`config.mk`:
```
export PLATFORM = sky130hd
export DESIGN_NAME = ones_detector
export DESIGN_NICKNAME = d
export VERILOG_FILES = /design/src/rtl/ones_detector_pkg.sv /design/src/rtl/ones_detector_popcount8.sv /design/src/rtl/ones_detector.sv
export SDC_FILE = /design/constraint.sdc
export NUM_CORES = 1
export LEC_CHECK = 0
export CORE_AREA = 2 2 39 41
export CTS_CLUSTER_SIZE = 40
export DETAILED_ROUTE_END_ITERATION = 12
export DIE_AREA = 0 0 41 43
export SYNTH_ARGS = -nofsm -noshare
export SYNTH_HDL_FRONTEND = slang
export SYNTH_SLANG_ARGS = --single-unit
```
`constraint.sdc`:
```
create_clock -name clk -period 0.95 [get_ports clk]
set_input_delay 0.285 -clock clk [delete_from_list [all_inputs] [get_ports clk]]
set_output_delay 0.285 -clock clk [all_outputs]
set_load 0.005 [all_outputs]
```
`src/rtl/ones_detector_pkg.sv`:
```
// ones_detector_pkg
// Shared constants and helper functions for the ones_detector block.
//   - DATA_W / CNT_W        : analysed word width and bit-count width
//   - *_BIT / CNT_LSB/MSB   : bit positions of the fields in the status word
//   - BAL_THRESH            : count at which a word is considered balanced
//   - odd_parity()          : odd-parity flag derived from a bit count
//   - build_status()        : assembles the full status word from one count
package ones_detector_pkg;

  localparam int DATA_W = 8;
  localparam int CNT_W  = 4;

  localparam int CNT_LSB  = 0;
  localparam int CNT_MSB  = 3;
  localparam int BAL_BIT  = 4;
  localparam int PAR_BIT  = 5;
  localparam int ALL1_BIT = 6;
  localparam int ALL0_BIT = 7;

  localparam logic [CNT_W-1:0] BAL_THRESH = 4'd4;
  localparam logic [CNT_W-1:0] CNT_MAX    = 4'd8;
  localparam logic [CNT_W-1:0] CNT_MIN    = 4'd0;

  // The count is odd exactly when its LSB is set.
  function automatic logic odd_parity(input logic [CNT_W-1:0] cnt);
    return cnt[0];
  endfunction

  // Every flag comes from the same count so the word is self-consistent.
  function automatic logic [DATA_W-1:0] build_status(input logic [CNT_W-1:0] cnt);
    logic [DATA_W-1:0] s;
    s                   = {DATA_W{1'b0}};
    s[CNT_MSB:CNT_LSB]  = cnt;
    s[BAL_BIT]          = (cnt == BAL_THRESH);
    s[PAR_BIT]          = odd_parity(cnt);
    s[ALL1_BIT]         = (cnt == CNT_MAX);
    s[ALL0_BIT]         = (cnt == CNT_MIN);
    return s;
  endfunction

endpackage

```
`src/rtl/ones_detector_popcount8.sv`:
```
// popcount8
// Purely combinational population count of an 8-bit word, built as a
// three-level adder tree (pairs -> quads -> full word).
// Ports:
//   data_i  [7:0] : word to count
//   count_o [3:0] : number of set bits, 0..8 (8 encodes as 4'b1000)
module popcount8
  import ones_detector_pkg::*;
(
  input  logic [DATA_W-1:0] data_i,
  output logic [CNT_W-1:0]  count_o
);

  logic [1:0] pair_s [4];
  logic [2:0] quad_s [2];

  // Adder tree: widths grow by one bit per level so nothing can wrap.
  always_comb begin
    for (int i = 0; i < 4; i++) begin
      pair_s[i] = {1'b0, data_i[2*i]} + {1'b0, data_i[2*i+1]};
    end
    for (int j = 0; j < 2; j++) begin
      quad_s[j] = {1'b0, pair_s[2*j]} + {1'b0, pair_s[2*j+1]};
    end
    count_o = {1'b0, quad_s[0]} + {1'b0, quad_s[1]};
  end

endmodule

```
`src/rtl/ones_detector.sv`:
```
// ones_detector
// Counts the set bits of an 8-bit word every cycle and reports the count
// plus balanced / odd-parity / all-ones / all-zeros flags in a registered
// status word.
// Ports:
//   clk        : rising-edge clock
//   reset      : asynchronous, active-low; clears all state immediately
//   in   [7:0] : word to analyse, sampled every rising edge
//   out  [7:0] : {all0, all1, odd, balanced, count[3:0]}, driven from flops
// Configuration:
//   ONES_DETECTOR_PIPE_EN : when defined, an input register is placed in
//                           front of the count logic (latency 2 instead of 1).
module ones_detector
  import ones_detector_pkg::*;
(
  input  logic              clk,
  input  logic              reset,
  input  logic [DATA_W-1:0] in,
  output logic [DATA_W-1:0] out
);

  logic [DATA_W-1:0] cnt_in_s;
  logic [CNT_W-1:0]  cnt_s;
  logic [DATA_W-1:0] status_d;
  logic [DATA_W-1:0] status_q;

`ifdef ONES_DETECTOR_PIPE_EN
  logic [DATA_W-1:0] in_d;
  logic [DATA_W-1:0] in_q;

  // Next value of the input stage is simply the current input word.
  always_comb begin
    in_d = in;
  end

  // Input stage register; clears with reset so no stale word survives it.
  always_ff @(posedge clk or negedge reset) begin
    if (!reset) begin
      in_q <= {DATA_W{1'b0}};
    end else begin
      in_q <= in_d;
    end
  end

  assign cnt_in_s = in_q;
`else
  assign cnt_in_s = in;
`endif

  popcount8 u_popcount8 (
    .data_i  (cnt_in_s),
    .count_o (cnt_s)
  );

  // Status word assembled from a single count so all fields agree.
  always_comb begin
    status_d = build_status(cnt_s);
  end

  // Output register; out has no combinational path from in.
  always_ff @(posedge clk or negedge reset) begin
    if (!reset) begin
      status_q <= {DATA_W{1'b0}};
    end else begin
      status_q <= status_d;
    end
  end

  assign out = status_q;

endmodule

```
Yosys cells after proc, flatten, opt, wreduce, memory -nomap -nowiden

Cells that the tools add are included.

Register bits: 8
Bits in latches: 0
Memory bits (writable): 0
Bits in read-only memories: 0
Input bits: 10
Output and inout port bits: 8
Word-level logic and storage cells: 11
Memories kept: 0

Add/sub/neg operators: 7
Multiply operators: 0
Div/mod/pow operators: 0
$lt $le $gt $ge: 0
Eq/ne operators: 2
Shift-type cells: 0
Mux-type cells: 0
Bitwise operators: 0
Reductions and logical operators: 1

Operator list:

| kind                                          | number |
|---|---|
| adder 1 x 1 -> 2 bit                          | 4 |
| adder 2 x 2 -> 3 bit                          | 2 |
| adder 3 x 3 -> 4 bit                          | 1 |
| == test 4 x 3 -> 1 bit, second input constant | 1 |
| == test 4 bit, second input constant          | 1 |
| zero test 4 bit                               | 1 |

Logic depth before layout (Yosys ltp)

Gate-level depths: netlist of the first run.

Word-level depth: 4
Mapped depth: 11
Gate-level depth less buffers: 11

Cells and area by module

From an unflattened synthesis of the first run, not the netlist that was laid out.

Cells, all modules: 35
Area, all modules: 396.6 um^2

Modules (own cells, without submodules):

| module        | times used | cells each | area an instance (um^2) | seq. area each (um^2) |
|---|---|---|---|---|
| ones_detector | 1          | 11         | 206.4                   | 175.2 |
| popcount8     | 1          | 24         | 190.2                   | 0.0 |

Least setup slack after synthesis of the first run

No wires, ideal clock.

Kind: input-to-reg
Start point: input port in[0]
End point: register status_q[6], in the netlist out[6]
Setup time: 0.067 ns
Arrival time: 2.862 ns
Data required time: 0.883 ns
Setup slack: -1.979 ns
Cell stages on the path: 11
Path buffers: 0
Cell sequence: fa_1 -> inv_1 -> fa_1 -> fa_1 -> inv_1 -> ha_1 -> inv_1 -> fa_1 -> xor2_1 -> inv_1 -> and4bb_2

Longest elaborated chain between the ends: 4

Ends and longest elaborated chain:

| what                 | RTL line                      | text |
|---|---|---|
| from (decl)          | ones_detector.sv:18           | `input logic [DATA_W-1:0] in,` |
| adder 1 x 1 -> 2 bit | ones_detector_popcount8.sv:20 | `pair_s[i] = {1'b0, data_i[2*i]} + {1'b0, data_i[2*i+1]};` |
| adder 2 x 2 -> 3 bit | ones_detector_popcount8.sv:23 | `quad_s[j] = {1'b0, pair_s[2*j]} + {1'b0, pair_s[2*j+1]};` |
| adder 3 x 3 -> 4 bit | ones_detector_popcount8.sv:25 | `count_o = {1'b0, quad_s[0]} + {1'b0, quad_s[1]};` |
| net cnt_s[2]         | ones_detector.sv:23           | `logic [CNT_W-1:0] cnt_s;` |
| == test 4 bit        | ones_detector_pkg.sv:36       | `s[ALL1_BIT] = (cnt == CNT_MAX);` |
| net status_d[6]      | ones_detector.sv:24           | `logic [DATA_W-1:0] status_d;` |
| to (signal assigned) | ones_detector.sv:63           | `status_q <= {DATA_W{1'b0}};` |
| to (signal assigned) | ones_detector.sv:65           | `status_q <= status_d;` |
| to (decl)            | ones_detector.sv:25           | `logic [DATA_W-1:0] status_q;` |

The timed path passes the listed nets, and every way through them passes these cells.

Worst setup path in the final report of the first run

Start point: input port in[3]
End point: register status_q[6], in the netlist out[6]

Longest elaborated chain between the ends: 4

Ends and longest elaborated chain:

| what                 | RTL line |
|---|---|
| adder 1 x 1 -> 2 bit | ones_detector_popcount8.sv:20 |
| adder 2 x 2 -> 3 bit | ones_detector_popcount8.sv:23 |
| adder 3 x 3 -> 4 bit | ones_detector_popcount8.sv:25 |
| == test 4 bit        | ones_detector_pkg.sv:36 |
| net status_d[6]      | ones_detector.sv:24 |

The timed path passes the listed nets, and every way through them passes these cells.

==> results of run 1 <==
-- cells in the mapped netlist --
cell type	instances
a211oi_1	2
xor2_1	1
buf_4	1
a21o_1	1
ha_1	3
fa_1	4
and4bb_2	1
nand2b_1	1
and2_2	1
inv_1	12
dfrtp_1	7
-- final timing paths --
path,startpoint,to,slack (ps),cells past startpoint
max,in[3],out[6],-1880,11
min,reset,out[5],280,1
max in group asynchronous,reset,out[4],440,1
min in group clk,in[2],out[5],720,2
-- critical path, cell delays in order --
cell,delay (ps)
buf_6,90
fa_1,520
inv_1,50
fa_1,490
fa_1,420
inv_2,80
ha_4,130
inv_2,40
fa_2,570
nand2b_4,70
and4bb_2,280
-- power by group through the flow --
stage / Sequential, mW / Combinational [mW] / Clock, mW
floorplan: 0.435 / 0.253 / 0
finish: 0.410 / 0.757 / 0.274
detailed placement: 0.420 / 0.598 / 0
global placement: 0.416 / 0.594 / 0
CTS: 0.411 / 0.651 / 0.273
global route: 0.421 / 0.825 / 0.308
-- layer usage --
| metal | vias to the layer above | track usage | routed length [µm] |
|---|---|---|---|
| li1 | 149 | - | - |
| met1 | 144 | 0.130 | 301 |
| met2 | 9 | 0.197 | 433 |
| met3 | 2 | 0.0209 | 44 |
| met4 | 0 | 0.0933 | 19 |
| met5 | - | 0 | 0 |
-- placed cells by master, fill, tap and decap left out --
cell type	n
a211oi_2	2
a21o_4	1
and2_4	1
and4bb_2	1
buf_2	10
buf_4	4
buf_6	3
clkbuf_1	1
clkbuf_4	3
clkdlybuf4s50_1	6
dfrtp_1	7
fa_1	3
fa_2	1
ha_1	2
ha_4	1
inv_1	8
inv_2	4
nand2b_4	1
xor2_2	1
-- cell type report --
| class | instances | area [µm²] |
|---|---|---|
| inverters | 12 | 45.0 |
| repair buffers | 23 | 174 |
| fillers | 134 | 719 |
| flip-flops and latches | 7 | 175 |
| well taps | 16 | 20.0 |
| multi-input cells | 14 | 224 |
| clock buffers | 4 | 26.3 |
-- logic make-up (layout without fill, tap and decap cells) --
family,count (synthesis),in the layout,synth area share
buf+inv,13,39,0.130
xor+xnor,1,1,0.0217
compound gates,3,3,0.0559
simple gates,3,3,0.0652
fa+ha+maj,7,7,0.292
flops,7,7,0.435
-- what timing repair did --
item,CTS,global route
resized for setup,55,6
setup buffers,2,1
pin swaps,8,5
endpoints found under the setup margin,15,15
hold endpoints to repair,0,0
==> out/summary.txt, run 1 <==
Die W - 41 µm
Yosys warns - 0
Dpl ws - -2540 ps
Max reg flops - 7
FF+latch count, synth - 7
GRT Total Usage - 0.122
Max cap viols - 0
Failing checks - negative setup slack
Hold/Removal Path Class - primary input to asynchronous set/reset pin
Minimum period implied by the final worst setup slack - 2830 ps
Clk root buf - clkbuf_4
Clock Path Buffers - 2
Cell internal pwr - 975 µW
Post-synth top area cell - dfrtp_1
Post-Layout Cell Count - 76
VDD IR max - 1.10 mV
Die H - 43 µm
Grt total ovfl - 0
Syn nets - 51
FP Rows - 14
Via count - 304
DRC violation count after routing - 0
WL final - 798 µm
LEAKAGE - 0.353 nW
Fin. max-slew vios - 0
Clk pwr share - 0.190
Placed Area - 616 µm²
Worst rel slew slack - 0.797
Clock transition at path regs - 50 ps
Post-DRT Antenna Nets - 0
ANT cells - 0
DRT iter0 DRCs - 1
Gate Count Post-Synth - 34
I/O pin count - 18
Num CTS Buffers - 3
Unrepaired setup endpoints after global routing - true
Placer Congestion - 0.669
Avg Cell Area, Syn - 11.8 µm²
CTS tree - done
Yosys cell types - 11
Post-CTS Hold Buffers - 0
Syn-to-layout area delta - 64.9%
Arrival time at the worst endpoint - 3020 ps
Post-Syn Area - 403 µm²
Comb pwr share - 0.525
Initial Utilization - 0.291
Number of global-route vias before repair - 346
Status - complete, but fails checks
Largest net degree at the start of global routing - 8
Nets - 78
Req. time, crit path - 1140 ps
Largest fanout on the critical path - 3
Placed Instances - 70
Worst-Margin Slew - 303 ps
WS Path Type - primary input to register
Avg WL per Cell - 10.5 µm
Port buffer count - 17
Final Power - 1.44 mW
Register share of total power - 0.284
Period utilization - 2.98
Worst setup EP type - register
Die area - 1760 µm²
Slack of the critical path - -1880 ps
Initial antenna violation count - 0
Sink Count - 7
Vias per cell - 4.00
Net Sw Frac - 0.323
Hold_ws - 283 ps
Post-DP HPWL - 530 µm
Hold Violations, Final - 0
Global-route wire length before repair - 1370 µm
Drt first pass iters - 2
Synth top area cells - dfrtp_1 43%, fa_1 20%, inv_1 11%, ha_1 9.3%, a211oi_1 3.7%
Share of cells above drive strength 1 - 0.550
Critical Path Source Type - primary input
PD cells - 2170 nW/µm²
Yosys top cell area share - 0.435
Core Box Area - 1380 µm²
# setup viols final - 15
Post-synthesis sequential area ratio - 0.435
P_sw - 466 µW
Max Fclk - 0.353 GHz
Final instance area - 664 µm²
H-tree depth - 1
TNS Setup - -11980 ps
Fin util - 0.480
No activity file was read; power rests on OpenSTA's default activity.
==> run 2: changes to the inputs <==
--- a/config.mk
+++ b/config.mk
@@ -6,6 +6,7 @@
 export NUM_CORES = 1
 export LEC_CHECK = 0
 export CORE_AREA = 2 2 39 41
+export CTS_BUF_LIST = sky130_fd_sc_hd__clkbuf_16
 export CTS_CLUSTER_SIZE = 40
 export DETAILED_ROUTE_END_ITERATION = 12
 export DIE_AREA = 0 0 41 43
==> run 2 against run 1 <==
Net effect: worst setup slack got worse by 22 ps; core utilization grew 4.8 points; the run still ends with negative setup slack left; critical endpoint unchanged; clock-buffer cell count fell by 1.
==> out/summary.txt, run 2 (synthesis results as in run 1) <==
ANT cells - 0 (unchanged)
Die W - 41 µm (unchanged)
Initial Utilization - 0.291 (unchanged)
Max reg flops - 7 (unchanged)
Hold/Removal Path Class - primary input to asynchronous set/reset pin
Largest fanout on the critical path - 3 (unchanged)
Port buffer count - 17 (unchanged)
Placer Congestion - 0.669 (unchanged)
GRT Total Usage - 0.132 (+0.0102)
Critical Path Source Type - primary input
I/O pin count - 18 (unchanged)
PD cells - 2600 nW/µm² (+20%)
Clock transition at path regs - 40 ps (about the same)
TNS Setup - -12120 ps (-143 ps)
Worst setup EP type - register
WS Path Type - primary input to register
WL final - 919 µm (+15%)
CP peak stage delay - 560 ps (about the same)
Fin. max-slew vios - 0 (unchanged)
Vias per cell - 4.12 (+2.9%)
Arrival time at the worst endpoint - 3020 ps (about the same)
Unrepaired setup endpoints after global routing - true
Share of cells above drive strength 1 - 0.548 (-0.00161)
Failing checks - negative setup slack
Post-Layout Cell Count - 78 (+2.6%)
Max cap viols - 0 (unchanged)
Slack of the critical path - -1900 ps (-22.4 ps)
Core Box Area - 1380 µm² (unchanged)
FP Rows - 14 (unchanged)
Top delay family on crit path - adder cells
Post-DRT Antenna Nets - 0 (unchanged)
Fin util - 0.528 (+0.0479)
Avg WL per Cell - 11.8 µm (+12%)
Top cell by count, worst path - fa_1
Most common cell after layout, fill and taps aside - buf_2
Minimum period implied by the final worst setup slack - 2850 ps (+22.4 ps)
VDD IR max - 1.14 mV (+3.6%)
Grt total ovfl - 0 (unchanged)
Via count - 321 (+5.6%)
DRC violation count after routing - 0 (unchanged)
Global-route wire length before repair - 1500 µm (+9.0%)
LEAKAGE - 0.392 nW (+11%)
Status - complete, but fails checks
Syn-to-layout area delta - 81.4%
Dpl ws - -2540 ps (unchanged)
Die H - 43 µm (unchanged)
Initial antenna violation count - 0 (unchanged)
DRT iter0 DRCs - 0 (-1)
CP Buf/Inv Count - 4 (unchanged)
Req. time, crit path - 1110 ps (-30 ps)
# setup viols final - 15 (unchanged)
Placed Instances - 70 (unchanged)
Die area - 1760 µm² (unchanged)
Most frequent cells in the layout - 10 x buf_2, 9 x inv_1, 7 x dfrtp_1
Max Fclk - 0.351 GHz (-0.79%)
Worst rel slew slack - 0.785 (-0.0125)
Num CTS Buffers - 3 (unchanged)
Final Power - 1.90 mW (+32%)
Nets - 80 (+2.6%)
CTS tree - done
Slowest cell on the critical path - fa_2
Post-DP HPWL - 530 µm (unchanged)
Clk root buf - clkbuf_16
Sink Count - 7 (unchanged)
Largest net degree at the start of global routing - 8 (unchanged)
Number of global-route vias before repair - 343 (-0.87%)
Critical path, cell by cell - buf_6 -> fa_1 -> inv_1 -> fa_1 -> fa_1 -> inv_2 -> ha_4 -> inv_2 -> fa_2 -> nand2b_4 -> and4bb_2
Clock Path Buffers - 2 (unchanged)
H-tree depth - 1 (unchanged)
Hold Violations, Final - 0 (unchanged)
Period utilization - 3.00 (+0.0236)
Worst-Margin Slew - 322 ps (+18.7 ps)
Drt first pass iters - 1 (-1)
## run 2: path summary, 6_finish.rpt
| path | to | from | cells past startpoint |
|---|---|---|---|
| worst min-delay path | out[5] | reset | 1 |
| max in group asynchronous | out[4] | reset | 1 |
| worst max-delay path | out[6] | in[3] | 11 |
| min in group clk | out[5] | in[2] | 2 |
## run 2: repair_timing
action,CTS,global route
resized for setup,54,6
pin swaps,9,6
setup endpoints to repair,15,15
setup buffers,2,2
hold buffers,0,0
## run 2: cell type report
cell class                      instances  area (µm²)
Clock buffer                            3        75.1
Clock inverter                          1        3.75
Fill cell                             126         653
Inverter                               12        45.0
Multi-Input combinational cell         14         219
Sequential cell                         7         175
Tap cell                               16        20.0
Timing Repair Buffer                   25         193
## run 2: layer usage
layer  vias to the layer above  share of wire  global-route usage
met5                         -              0                   0
met4                         0          0.018               0.100
met3                         2          0.050              0.0157
met2                         9           0.58               0.206
met1                       155           0.35               0.154
li1                        155              -                   -
## run 2: power by group
group,switching (mW),internal (mW)
logic,0.334,0.448
clock network,0.160,0.548
registers,0.0220,0.390
## run 2: through the flow
stage	cell area, µm²	hold slack, ps
2_1_floorplan	403	-10.6
4_1_cts	693	327
3_3_place_gp	616	555
5_1_grt	731	346
6_report	731	318
3_5_place_dp	616	564
==> run 3: changes to the inputs <==
--- a/config.mk
+++ b/config.mk
@@ -5,11 +5,10 @@
 export SDC_FILE = /design/constraint.sdc
 export NUM_CORES = 1
 export LEC_CHECK = 0
-export CORE_AREA = 2 2 39 41
+export CORE_UTILIZATION = 25
 export CTS_BUF_LIST = sky130_fd_sc_hd__clkbuf_16
-export CTS_CLUSTER_SIZE = 40
+export CTS_CLUSTER_SIZE = 30
 export DETAILED_ROUTE_END_ITERATION = 12
-export DIE_AREA = 0 0 41 43
 export SYNTH_ARGS = -nofsm -noshare
 export SYNTH_HDL_FRONTEND = slang
 export SYNTH_SLANG_ARGS = --single-unit
==> run 3 against run 2 <==
Net effect: clock power hardly changed; core utilization is 5.5 points lower; the run still ends with negative setup slack left; largest power group is now the clock network; critical path type unchanged; worst setup slack better by 15 ps; highest routed layer unchanged; cell area is 2.4% lower; non-clock buffer count is 2 lower.
==> out/summary.txt, run 3 (synthesis results as in run 1) <==
Initial antenna violation count - 0 (unchanged)
DRC violation count after routing - 0 (unchanged)
Fillers - 151 (+20%)
Hold Violations, Final - 0 (unchanged)
Register share of total power - 0.227 (+0.010)
Via count - 320 (-0.31%)
GRT Total Usage - 0.0995 (-0.0326)
WS Path Type - primary input to register
Vias per cell - 4.21 (+2.3%)
Slack of the critical path - -1890 ps (+15.5 ps)
Period utilization - 2.99 (-0.0163)
Metal1 wirelength - 289 µm (-11%)
Port buffer count - 17 (unchanged)
P_sw - 483 µW (-6.5%)
Minimum period implied by the final worst setup slack - 2840 ps (-15.5 ps)
Number of global-route vias before repair - 311 (-9.3%)
Worst-Margin Slew - 303 ps (-18.8 ps)
Post-DRT Antenna Nets - 0 (unchanged)
Avg WL per Cell - 9.43 µm (-20%)
CTS tree - done
Critical Path Source Type - primary input
Sink Count - 7 (unchanged)
ANT cells - 0 (unchanged)
Post-Layout Cell Count - 76 (-2.6%)
WL final - 717 µm (-22%)
Clock Path Buffers - 2 (unchanged)
Max Fclk - 0.353 GHz (+0.55%)
Hold_ws - 309 ps (-9.39 ps)
LEAKAGE - 0.381 nW (-2.7%)
Fin. max-slew vios - 0 (unchanged)
Largest net degree at the start of global routing - 8 (unchanged)
Max reg flops - 7 (unchanged)
Net Sw Frac - 0.267 (-0.00501)
DRT iter0 DRCs - 1 (+1)
Max Used Layer - met4
Syn-to-layout area delta - 77.0%
Placer Congestion - 0.655 (-2.1%)
Met2 wire length - 331 µm (-38%)
Nets - 78 (-2.5%)
Clock transition at path regs - 30 ps (about the same)
Comb pwr share - 0.383 (-0.028)
Hold/Removal Path Class - primary input to asynchronous set/reset pin
Status - complete, but fails checks
PD cells - 2540 nW/µm² (-2.4%)
Share of cells above drive strength 1 - 0.533 (-0.0151)
H-tree depth - 1 (unchanged)
Grt total ovfl - 0 (unchanged)
Req. time, crit path - 1120 ps (about the same)
Largest fanout on the critical path - 3 (unchanged)
Die W - 42.1 µm (+2.8%)
Most frequent cells in the layout - 10 x inv_1, 10 x buf_2, 7 x dfrtp_1
Global-route wire length before repair - 1260 µm (-16%)
Drt first pass iters - 3 (+2)
Worst rel slew slack - 0.798 (+0.0126)
DR WL met3 - 73 µm (+59%)
Placed Instances - 69 (-1.4%)
Die H - 42.1 µm (-2.0%)
Cell internal pwr - 1.33 mW (-4.1%)
Max cap viols - 0 (unchanged)
Die area - 1780 µm² (+0.75%)
Post-DP HPWL - 533 µm (+0.53%)
Initial Utilization - 0.267 (-0.0237)
Worst setup EP type - register
Clk pwr share - 0.389 (+0.017)
Core Box Area - 1510 µm² (+8.9%)
Clk root buf - clkbuf_16
Dpl ws - -2570 ps (-35.9 ps)
Unrepaired setup endpoints after global routing - true
I/O pin count - 18 (unchanged)
Num CTS Buffers - 3 (unchanged)
FP Rows - 14 (unchanged)
VDD IR max - 0.869 mV (-24%)
Failing checks - negative setup slack
Arrival time at the worst endpoint - 3000 ps (-20 ps)
# setup viols final - 15 (unchanged)
-- run 3: cell type report --
class / instances / area (µm²) / share of cell area
multi-input cells: 14 / 224 / 0.314
repair buffers: 23 / 170 / 0.239
flip-flops and latches: 7 / 175 / 0.246
clock inverters: 1 / 3.75 / 0.00526
well taps: 16 / 20.0 / 0.0281
inverters: 12 / 45.0 / 0.0632
clock buffers: 3 / 75.1 / 0.105
-- run 3: per-layer routing --
metal,track usage,vias up
li1,-,150
met1,0.110,151
met2,0.150,16
met3,0.0560,3
met4,0.0563,0
met5,0,-
-- run 3: final timing paths --
kind | from | end | slack [ps] | cells past startpoint
setup / recovery | in[0] | out[6] | -1890 | 11
hold / removal | reset | out[5] | 310 | 1
max in group asynchronous | reset | out[7] | 410 | 1
min in group clk | in[2] | out[5] | 750 | 2
-- run 3: power by group through the flow --
stage	clock network (mW)	logic, mW	registers [mW]
6_report	0.705	0.695	0.411
5_1_grt	0.745	0.776	0.424
4_1_cts	0.711	0.642	0.414
3_5_place_dp	0	0.593	0.419
3_3_place_gp	0	0.578	0.416
2_1_floorplan	0	0.253	0.435
-- run 3: stage by stage --
step	TNS (ps)	area (µm²)	utilization	total power, mW
2_1_floorplan	-11880	403	-	0.687
3_3_place_gp	-16800	608	0.404	0.994
3_5_place_dp	-17120	608	0.404	1.01
4_1_cts	-12720	686	0.455	1.77
5_1_grt	-12740	713	0.473	1.94
6_report	-11900	713	0.473	1.81
-- run 3: worst max-delay path, stage by stage --
cell      delay [ps]
buf_6             90
fa_1             530
inv_1             50
fa_1             490
fa_1             420
inv_2             80
ha_4             130
inv_2             30
fa_2             550
nand2b_4          70
and4bb_2         270
-- run 3: what timing repair did --
| action | CTS | global route |
|---|---|---|
| setup endpoints to repair | 15 | 15 |
| hold buffers | 0 | 0 |
| buffers inserted | 2 | 1 |
| pin swaps | 8 | 6 |
| resized for setup | 52 | 5 |
